==> config.mk <==
export PLATFORM = sky130hd
export DESIGN_NAME = datapath_p2
export DESIGN_NICKNAME = d
export VERILOG_FILES = /design/src/rtl/datapath_p2.sv
export SDC_FILE = /design/constraint.sdc
export NUM_CORES = 2
export LEC_CHECK = 0
export ABC_AREA = 1
export ABC_CLOCK_PERIOD_IN_PS = 16900
export CORE_MARGIN = 2
export CORE_UTILIZATION = 30
export DETAILED_ROUTE_END_ITERATION = 7
export PLACE_DENSITY = 0.53
export SKIP_LAST_GASP = 1
export SYNTH_ARGS = -nofsm -noshare
export SYNTH_HDL_FRONTEND = slang
export SYNTH_SLANG_ARGS = --single-unit
export TNS_END_PERCENT = 50
==> constraint.sdc <==
create_clock -name Clock -period 16.9 [get_ports Clock]
set_clock_uncertainty 0.15 [all_clocks]
set_input_delay 3.38 -clock Clock [delete_from_list [all_inputs] [get_ports Clock]]
set_output_delay 3.38 -clock Clock [all_outputs]
set_load 0.1 [all_outputs]
==> src/rtl/datapath_p2.sv <==
// rtl/datapath_p2.sv - single-bus 32-bit CPU datapath (phase 2); optional MULDIV_EN adds mul/div
module datapath_p2 #(
    parameter int WIDTH = 32,
    parameter int NREGS = 16
) (
    input  logic             Clock,
    input  logic             Clear,
    output logic [WIDTH-1:0] outp,
    input  logic             PCout,
    input  logic             Zhiout,
    input  logic             Zlowout,
    input  logic             MDRout,
    input  logic             HIout,
    input  logic             LOout,
    input  logic             InPortout,
    input  logic             MARin,
    input  logic             Zin,
    input  logic             PCin,
    input  logic             MDRin,
    input  logic             IRin,
    input  logic             Yin,
    input  logic             HIin,
    input  logic             LOin,
    input  logic             OutPortin,
    input  logic             IncPC,
    input  logic             Read,
    input  logic             Write,
    input  logic             Gra,
    input  logic             Grb,
    input  logic             Grc,
    input  logic             Rin,
    input  logic             Rout,
    input  logic             BAout,
    input  logic             Cout,
    input  logic             CONIn,
    input  logic             Strobe,
    input  logic [WIDTH-1:0] Mdatain
);
    localparam int IW = $clog2(NREGS);
    localparam logic [WIDTH-1:0] ONE = {{(WIDTH-1){1'b0}}, 1'b1};

    localparam logic [4:0] OP_SUB = 5'b00100;
    localparam logic [4:0] OP_SHR = 5'b00101;
    localparam logic [4:0] OP_SHL = 5'b00110;
    localparam logic [4:0] OP_ROR = 5'b00111;
    localparam logic [4:0] OP_ROL = 5'b01000;
    localparam logic [4:0] OP_AND = 5'b01001;
    localparam logic [4:0] OP_OR  = 5'b01010;
    localparam logic [4:0] OP_ANDI = 5'b01100;
    localparam logic [4:0] OP_ORI = 5'b01101;
    localparam logic [4:0] OP_MUL = 5'b01110;
    localparam logic [4:0] OP_DIV = 5'b01111;
    localparam logic [4:0] OP_NEG = 5'b10000;
    localparam logic [4:0] OP_NOT = 5'b10001;
    localparam logic [4:0] OP_LD  = 5'b00000;
    localparam logic [4:0] OP_LDI = 5'b00001;
    localparam logic [4:0] OP_ST  = 5'b00010;
    localparam logic [4:0] OP_ADD = 5'b00011;
    localparam logic [4:0] OP_ADDI = 5'b01011;
    localparam logic [4:0] OP_BR  = 5'b10010;
    localparam logic [4:0] OP_JAL = 5'b10100;

    logic [WIDTH-1:0]   regs [NREGS];
    logic [WIDTH-1:0]   pc, ir, mar, mdr, y, hi, lo, in_port, out_port;
    logic [2*WIDTH-1:0] z;
    logic               con;

    logic [WIDTH-1:0]   bus;
    logic [IW-1:0]      sel_idx;
    logic [4:0]         opcode;
    logic [WIDTH-1:0]   c_sext;
    logic [2*WIDTH-1:0] alu_res;
    logic               con_next;

    // Memory writes are handled outside the datapath in this phase.
    logic unused_write;
    assign unused_write = Write;

    assign opcode = ir[31:27];
    assign c_sext = {{(WIDTH-19){ir[18]}}, ir[18:0]};
    assign outp   = out_port;

    always_comb begin
        sel_idx = '0;
        if (Gra)      sel_idx = ir[26:23];
        else if (Grb) sel_idx = ir[22:19];
        else if (Grc) sel_idx = ir[18:15];
    end

    always_comb begin
        bus = '0;
        if (PCout)          bus = pc;
        else if (Zhiout)    bus = z[2*WIDTH-1:WIDTH];
        else if (Zlowout)   bus = z[WIDTH-1:0];
        else if (MDRout)    bus = mdr;
        else if (HIout)     bus = hi;
        else if (LOout)     bus = lo;
        else if (InPortout) bus = in_port;
        else if (Rout)      bus = regs[sel_idx];
        else if (BAout)     bus = (sel_idx == '0) ? '0 : regs[sel_idx];
        else if (Cout)      bus = c_sext;
    end

    // A is Y, B is the bus; rotates work on a doubled copy of A.
    logic [2*WIDTH-1:0] a_dbl;
    logic [4:0]         sh;
    assign a_dbl = {y, y};
    assign sh    = bus[4:0];

`ifdef MULDIV_EN
    logic [2*WIDTH-1:0] product;
    logic [WIDTH-1:0]   quotient, remainder;
    assign product = {{WIDTH{y[WIDTH-1]}}, y} * {{WIDTH{bus[WIDTH-1]}}, bus};
    always_comb begin
        quotient  = '0;
        remainder = '0;
        if (bus != '0) begin
            quotient  = $signed(y) / $signed(bus);
            remainder = $signed(y) % $signed(bus);
        end
    end
`endif

    always_comb begin
        alu_res = '0;
        if (IncPC) begin
            alu_res = {{WIDTH{1'b0}}, bus + ONE};
        end else begin
            case (opcode)
                OP_ADD, OP_LD, OP_LDI, OP_ST, OP_ADDI, OP_BR, OP_JAL:
                            alu_res = {{WIDTH{1'b0}}, y + bus};
                OP_SUB:     alu_res = {{WIDTH{1'b0}}, y - bus};
                OP_SHR:     alu_res = {{WIDTH{1'b0}}, y >> sh};
                OP_SHL:     alu_res = {{WIDTH{1'b0}}, y << sh};
                OP_ROR:     alu_res = {{WIDTH{1'b0}}, a_dbl[WIDTH-1:0] >> sh | y << (6'd32 - {1'b0, sh})};
                OP_ROL:     alu_res = {{WIDTH{1'b0}}, y << sh | a_dbl[2*WIDTH-1:WIDTH] >> (6'd32 - {1'b0, sh})};
                OP_AND, OP_ANDI:
                            alu_res = {{WIDTH{1'b0}}, y & bus};
                OP_OR, OP_ORI:
                            alu_res = {{WIDTH{1'b0}}, y | bus};
`ifdef MULDIV_EN
                OP_MUL:     alu_res = product;
                OP_DIV:     alu_res = {remainder, quotient};
`else
                OP_MUL, OP_DIV:
                            alu_res = '0;
`endif
                OP_NEG:     alu_res = {{WIDTH{1'b0}}, '0 - bus};
                OP_NOT:     alu_res = {{WIDTH{1'b0}}, ~bus};
                default:    alu_res = {{WIDTH{1'b0}}, bus};
            endcase
        end
    end

    always_comb begin
        con_next = 1'b0;
        case (ir[20:19])
            2'b00: con_next = (bus == '0);
            2'b01: con_next = (bus != '0);
            2'b10: con_next = ~bus[WIDTH-1];
            2'b11: con_next = bus[WIDTH-1];
            default: con_next = 1'b0;
        endcase
    end

    always_ff @(posedge Clock or negedge Clear) begin
        if (!Clear) begin
            for (int i = 0; i < NREGS; i++) regs[i] <= '0;
            pc       <= '0;
            ir       <= '0;
            mar      <= '0;
            mdr      <= '0;
            y        <= '0;
            z        <= '0;
            hi       <= '0;
            lo       <= '0;
            con      <= 1'b0;
            in_port  <= '0;
            out_port <= '0;
        end else begin
            if (Rin)       regs[sel_idx] <= bus;
            if (PCin)      pc       <= bus;
            if (IRin)      ir       <= bus;
            if (MARin)     mar      <= bus;
            if (MDRin)     mdr      <= Read ? Mdatain : bus;
            if (Yin)       y        <= bus;
            if (Zin)       z        <= alu_res;
            if (HIin)      hi       <= bus;
            if (LOin)      lo       <= bus;
            if (CONIn)     con      <= con_next;
            if (Strobe)    in_port  <= Mdatain;
            if (OutPortin) out_port <= bus;
        end
    end
endmodule

**Word level (Yosys, flattened, before mapping)**

Cells that the tools add are included.

- Bits in registers: 832
- Latch bits: 0
- Bits in writable memories: 0
- Bits in read-only memories: 0
- Bits of input ports: 62
- Output and inout bits: 32
- Word-level logic and storage cells: 91
- Memories kept: 0

- $add $sub $neg: 5
- $mul: 0
- Divide/modulo/power cells: 0
- $lt $le $gt $ge: 2
- Eq/ne operators: 19
- Shifts and indexed selects: 4
- Multiplexer cells: 23
- Bitwise logic cells: 6
- Reduce and logical (&&, ||, !) cells: 7

Operators by type and width:

| kind | number |
|---|---|
| bitwise mux 512 bit | 1 |
| two-way mux 32 bit | 16 |
| one-hot mux 32 bit (11 select lines) | 1 |
| binary-select mux 32 bit (select 4 bit) | 1 |
| demux 32 bit (select 4 bit) | 1 |
| OR 32 bit | 3 |
| equality test 5 x 4 -> 1 bit (second input constant) | 8 |
| adder 32 x 1 -> 32 bit (second input constant) | 1 |
| adder 32 bit | 1 |
| AND 32 bit | 1 |
| NOT 32 bit | 1 |
| left shift 32 x 5 -> 32 bit | 1 |
| left shift 32 x 6 -> 32 bit | 1 |
| right shift 32 x 5 -> 32 bit | 1 |
| right shift 32 x 6 -> 32 bit | 1 |
| subtractor 1 x 32 -> 32 bit (first input constant) | 1 |
| subtractor 32 bit | 1 |
| equality test 5 x 3 -> 1 bit (second input constant) | 4 |
| equality test 5 bit (second input constant) | 4 |
| two-way mux 4 bit | 3 |
| equality test 5 x 2 -> 1 bit (second input constant) | 2 |
| OR reduction 7 bit | 1 |
| OR reduction 2 bit | 3 |
| subtractor 6 x 5 -> 6 bit (first input constant) | 1 |
| 7 further kinds | 7 |

**Depth between registers and ports, before layout**

- Depth after elaboration: 22
- Gate-level depth with buffers: 50
- Gate-level depth less buffers: 44

**Least setup slack after synthesis**

Ideal clock, no wire load.

- Path kind: input -> register
- Start: input port Gra
- End: register z[26]
- Library setup time: 122 ps
- Arrival time: 8,374 ps
- Required time: 16,628 ps
- Slack: 8,253 ps
- Stages on the path: 48
- Buffers on the path: 6
- Cell sequence: buf_6 > a21oi_2 > nand2_4 > nand2_4 > buf_8 > buf_4 > o21ai_0 > nand2_1 > nand2_1 > nand2_1 > nand2_1 > o21ai_1 > nand2_1 > nand2_1 > nand2_1 > nand2_1 > nand2_2 > nand2_2 > [... 12 more ...] > nor2_1 > o21ai_0 > nand2_1 > inv_1 > nor2_1 > nor2_1 > inv_1 > a21oi_1 > o21ai_0 > a21boi_0 > o21ai_0 > a21oi_1 > o21ai_0 > nand2_1 > nor2_1 > nand3_1 > nand2_1 > a21oi_1

- Word-level cells in the longest chain between the ends: 20

Ends and longest elaborated chain:

| element | line | source |
|---|---|---|
| start, declared | 28 | `input logic Gra,` |
| two-way mux 4 bit * | 85 | `if (Gra) sel_idx = ir[26:23];` |
| NOT 4 -> 5 bit (not written as such) | 99, 100 |  |
| binary-select mux 32 bit (select 4 bit) | 99, 100 |  |
| two-way mux 32 bit (not written as such) (2 in a row) | 99, 100 |  |
| two-way mux 32 bit (2 in a row) | 100 | `else if (BAout) bus = (sel_idx == '0) ? '0 : regs[sel_idx];` |
| two-way mux 32 bit * | 99 | `else if (Rout) bus = regs[sel_idx];` |
| two-way mux 32 bit * | 98 | `else if (InPortout) bus = in_port;` |
| two-way mux 32 bit * | 97 | `else if (LOout) bus = lo;` |
| [... 3 more ...] | - |  |
| two-way mux 32 bit * | 93 | `else if (Zhiout) bus = z[2*WIDTH-1:WIDTH];` |
| two-way mux 32 bit * | 92 | `if (PCout) bus = pc;` |
| via bus[0] | 68 | `logic [WIDTH-1:0] bus;` |
| subtractor 6 x 5 -> 6 bit | 135, 136 |  |
| right shift 32 x 6 -> 32 bit / left shift 32 x 6 -> 32 bit (equally long branches) | 136, 135 |  |
| OR 32 bit (on tied branches) | 136, 135 |  |
| one-hot mux 32 bit (11 select lines) | 129 | `case (opcode)` |
| two-way mux 32 bit * | 126 | `if (IncPC) begin` |
| end signal, assigned | 187 | `if (Zin) z <= alu_res;` |
| end, declared | 65 | `logic [2*WIDTH-1:0] z;` |

Mark *: on every way through the listed nets, which the timed path passes. The rest lies on a longest branch. The select of a mux whose other input is x is not followed.
A chain may end at the register's enable or synchronous reset.

**Final worst setup path**

- Start: input port Grc
- End: register z[26]

- Word-level cells in the longest chain between the ends: 22

Ends and longest elaborated chain:

| element | line | source |
|---|---|---|
| start, declared | 30 | `input logic Grc,` |
| two-way mux 4 bit * | 87 | `else if (Grc) sel_idx = ir[18:15];` |
| two-way mux 4 bit * | 86 | `else if (Grb) sel_idx = ir[22:19];` |
| two-way mux 4 bit * | 85 |  |
| NOT 4 -> 5 bit (not written as such) | 99, 100 |  |
| binary-select mux 32 bit (select 4 bit) | 99, 100 |  |
| two-way mux 32 bit (not written as such) (2 in a row) | 99, 100 |  |
| two-way mux 32 bit (2 in a row) | 100 |  |
| two-way mux 32 bit * | 99 |  |
| [... 4 more ...] | - |  |
| two-way mux 32 bit * | 94 | `else if (Zlowout) bus = z[WIDTH-1:0];` |
| two-way mux 32 bit * | 93 |  |
| two-way mux 32 bit * | 92 |  |
| subtractor 6 x 5 -> 6 bit | 135, 136 |  |
| right shift 32 x 6 -> 32 bit / left shift 32 x 6 -> 32 bit (equally long branches) | 136, 135 |  |
| OR 32 bit (on tied branches) | 136, 135 |  |
| one-hot mux 32 bit (11 select lines) | 129 |  |
| two-way mux 32 bit * | 126 |  |

Every way passes the cells marked *; elsewhere a longest branch is shown, timed or not. The select of a mux whose other input is x is not followed.

==> reports/summary.txt <==
WL per Instance: 23.7 um
Syn Area/Cell: 6.79 um^2
Final min period: 11.34 ns
static leakage: 0.0263 uW
Post-Synthesis Cells: 7,395
RD Place Congestion: 0.981
fillcell total: 18,200
Sum Neg Setup Slack: 0 ns
Vias: 50,900
P&R area growth vs syn: 12.4%
CP arrival: 11.82 ns
worst skew pair latency: 0.75 ns
Chip Height: 413 um
post-route cell area: 56,400 um^2
critical path required time: 17.38 ns
post_cts resized: 0
share of cells above drive strength 1: 6.33%
Clock Tree Buf Depth: 3
Max VDD drop: 0.0815 mV
Initial Util: 30.1%
drc violations: 0
Largest register FFs: 512
unrepaired setup endpoints after global routing: no
worst hold path class: reg -> reg
CTS clk-pin slew, worst paths: 0.07 ns
hold path depth: 2
most frequent CP cell: nand2_1
critical path peak fanout: 50
max cap viols: 0
Root Driver: clkbuf_16
power density over cell area: 152 nW/um^2
Max Freq: 0.0882 GHz
CTS Hold Buffers Added: 0
Final Hold Viols: 0
GRT Util Overall: 26.0%
grt total ovfl: 0
Worst setup EP type: flip-flop
Reg area: 20,000 um^2
Mapped Nets: 7,551
first-pass GRT wire length: 328,000 um
largest cells by area after synthesis: dfrtp_1, nand2_1, nand3_1
multi-input logic area: 25,500 um^2
placed inst area: 53,000 um^2
outcome: completed
initial antenna violation count: 12
largest net degree at the start of global routing: 139
vias in the first global route: 47,200
core area: 167,000 um^2
Detailed Routing Iterations Pass 1: 6
Mapped Area: 50,200 um^2
ys flop type: dfrtp_1
actual slew at the worst max-slew pin: 1.23 ns
R2R depth: 37
top-area cell type share of the netlist area: 39.9%
Yosys reg bits: 800
CP peak stage delay: 0.67 ns
WS Path Type: in -> reg
Vias/cell: 5.34
Row Count: 150
CTS H-tree depth: 3
Slew Limit Headroom: 18.1%
Slowest-stage cell, CP: clkdlybuf4s50_1
synth warn: 0
Port Buf Inserts: 90
Reg2Reg Setup Slack: 8.46 ns
post-DP HPWL: 155,000 um
Iter 0 DRT Violations: 5,526
number of flops mapped to enable cells by yosys: 0
fin nets: 7,393
Die Width: 413 um
antenna-violating nets left: 0
Slew Limit Fails: 0
CTS tree: built
Post-synth ARST share: 100%
commonest non-fill, non-tap cell in the layout: nand2_1
Most flops, register: regs
biggest area consumer among synthesized cells: dfrtp_1
post-synthesis sequential area ratio: 39.9%
synth unique cells: 57
TritonCTS buffer count: 94
postcts setup bufs: 0
kind of start point of the critical path: input pin
leading cell types in the layout, fill and taps excluded: nand2_1, dfrtp_1, nand3_1
Final Setup Violations: 0
Ports: 94
WHS: 0.335 ns
Power, Total: 8560 uW
full die area: 171,000 um^2
final worst-path cycle share: 67.1%
WL final: 226,000 um
CTS sink count: 800
[cell families after synthesis]
kind of cell | share of synthesized area (%)
AOI/OAI and AO/OA | 17.6
adders and majority gates | 2.37
and+or+nand+nor | 30.0
DFF | 39.9
buffers and inverters | 9.77
xor gates and xnor gates | 0.297
muxes | 0.0897
[layer usage]
layer | vias to the layer above | global-route usage, % | share of wire, %
met5 | - | 0 | 0.020
met4 | 8 | 10.8 | 4.5
li1 | 23800 | - | -
met1 | 24700 | 35.6 | 44
met3 | 400 | 3.65 | 7.0
met2 | 2026 | 41.0 | 45
[Yosys cell counts, drive strengths merged (25+ instances only)]
library cell / number
nor2: 724
o21ai: 757
a22oi: 60
buf: 196
nand2: 2056
nand4: 36
a21oi: 630
nand3: 770
ha: 92
dfrtp: 800
o221ai: 64
o2111ai: 25
clkbuf: 303
inv: 706
[final cells by class]
class / count / area share [%]
diodes: 5 / 0.0222
clock buffers: 124 / 4.79
multi-input cells: 5376 / 45.2
repair buffers: 245 / 3.60
flip-flops and latches: 800 / 35.5
clock inverters: 48 / 1.25
well taps: 2204 / 4.89
inverters: 720 / 4.79
[stage by stage]
| step | std cells | setup WS (ns) | util (%) |
|---|---|---|---|
| final | 9522 | 5.56 | 33.9 |
| after global routing | 9518 | 4.95 | 33.8 |
| after CTS | 9517 | 5.71 | 33.8 |
| after detailed placement | 9345 | 4.94 | 31.8 |
| after global placement | 9345 | 4.96 | 31.8 |
| after floorplan | 7395 | 8.25 | - |
[worst max-delay path, delay by kind of cell]
| family | cells | cell delay [ns] |
|---|---|---|
| AO/OA/AOI/OAI | 10 | 2.47 |
| adder cells (fa/ha/maj) | 1 | 0.50 |
| buffers and inverters | 6 | 2.03 |
| AND/OR/NAND/NOR | 21 | 3.31 |
[power breakdown]
| part | internal (uW) | switching (uW) | leakage (uW) |
|---|---|---|---|
| clock | 1310 | 928 | 0.00167 |
| combinational | 1000 | 2410 | 0.0150 |
| sequential | 2630 | 282 | 0.00964 |
| total | 4940 | 3620 | 0.0263 |
[final timing paths]
| kind | start | endpoint |
|---|---|---|
| max | Grc | z[26] |
| min | mdr[7] | mdr[7] |
| max reg2reg | ir[15] | z[26] |
| min reg2reg | mdr[7] | mdr[7] |
| max in group asynchronous | Clear | in_port[22] |
| min in group asynchronous | Clear | regs[32] |
No activity file was read; power rests on OpenSTA's default activity.
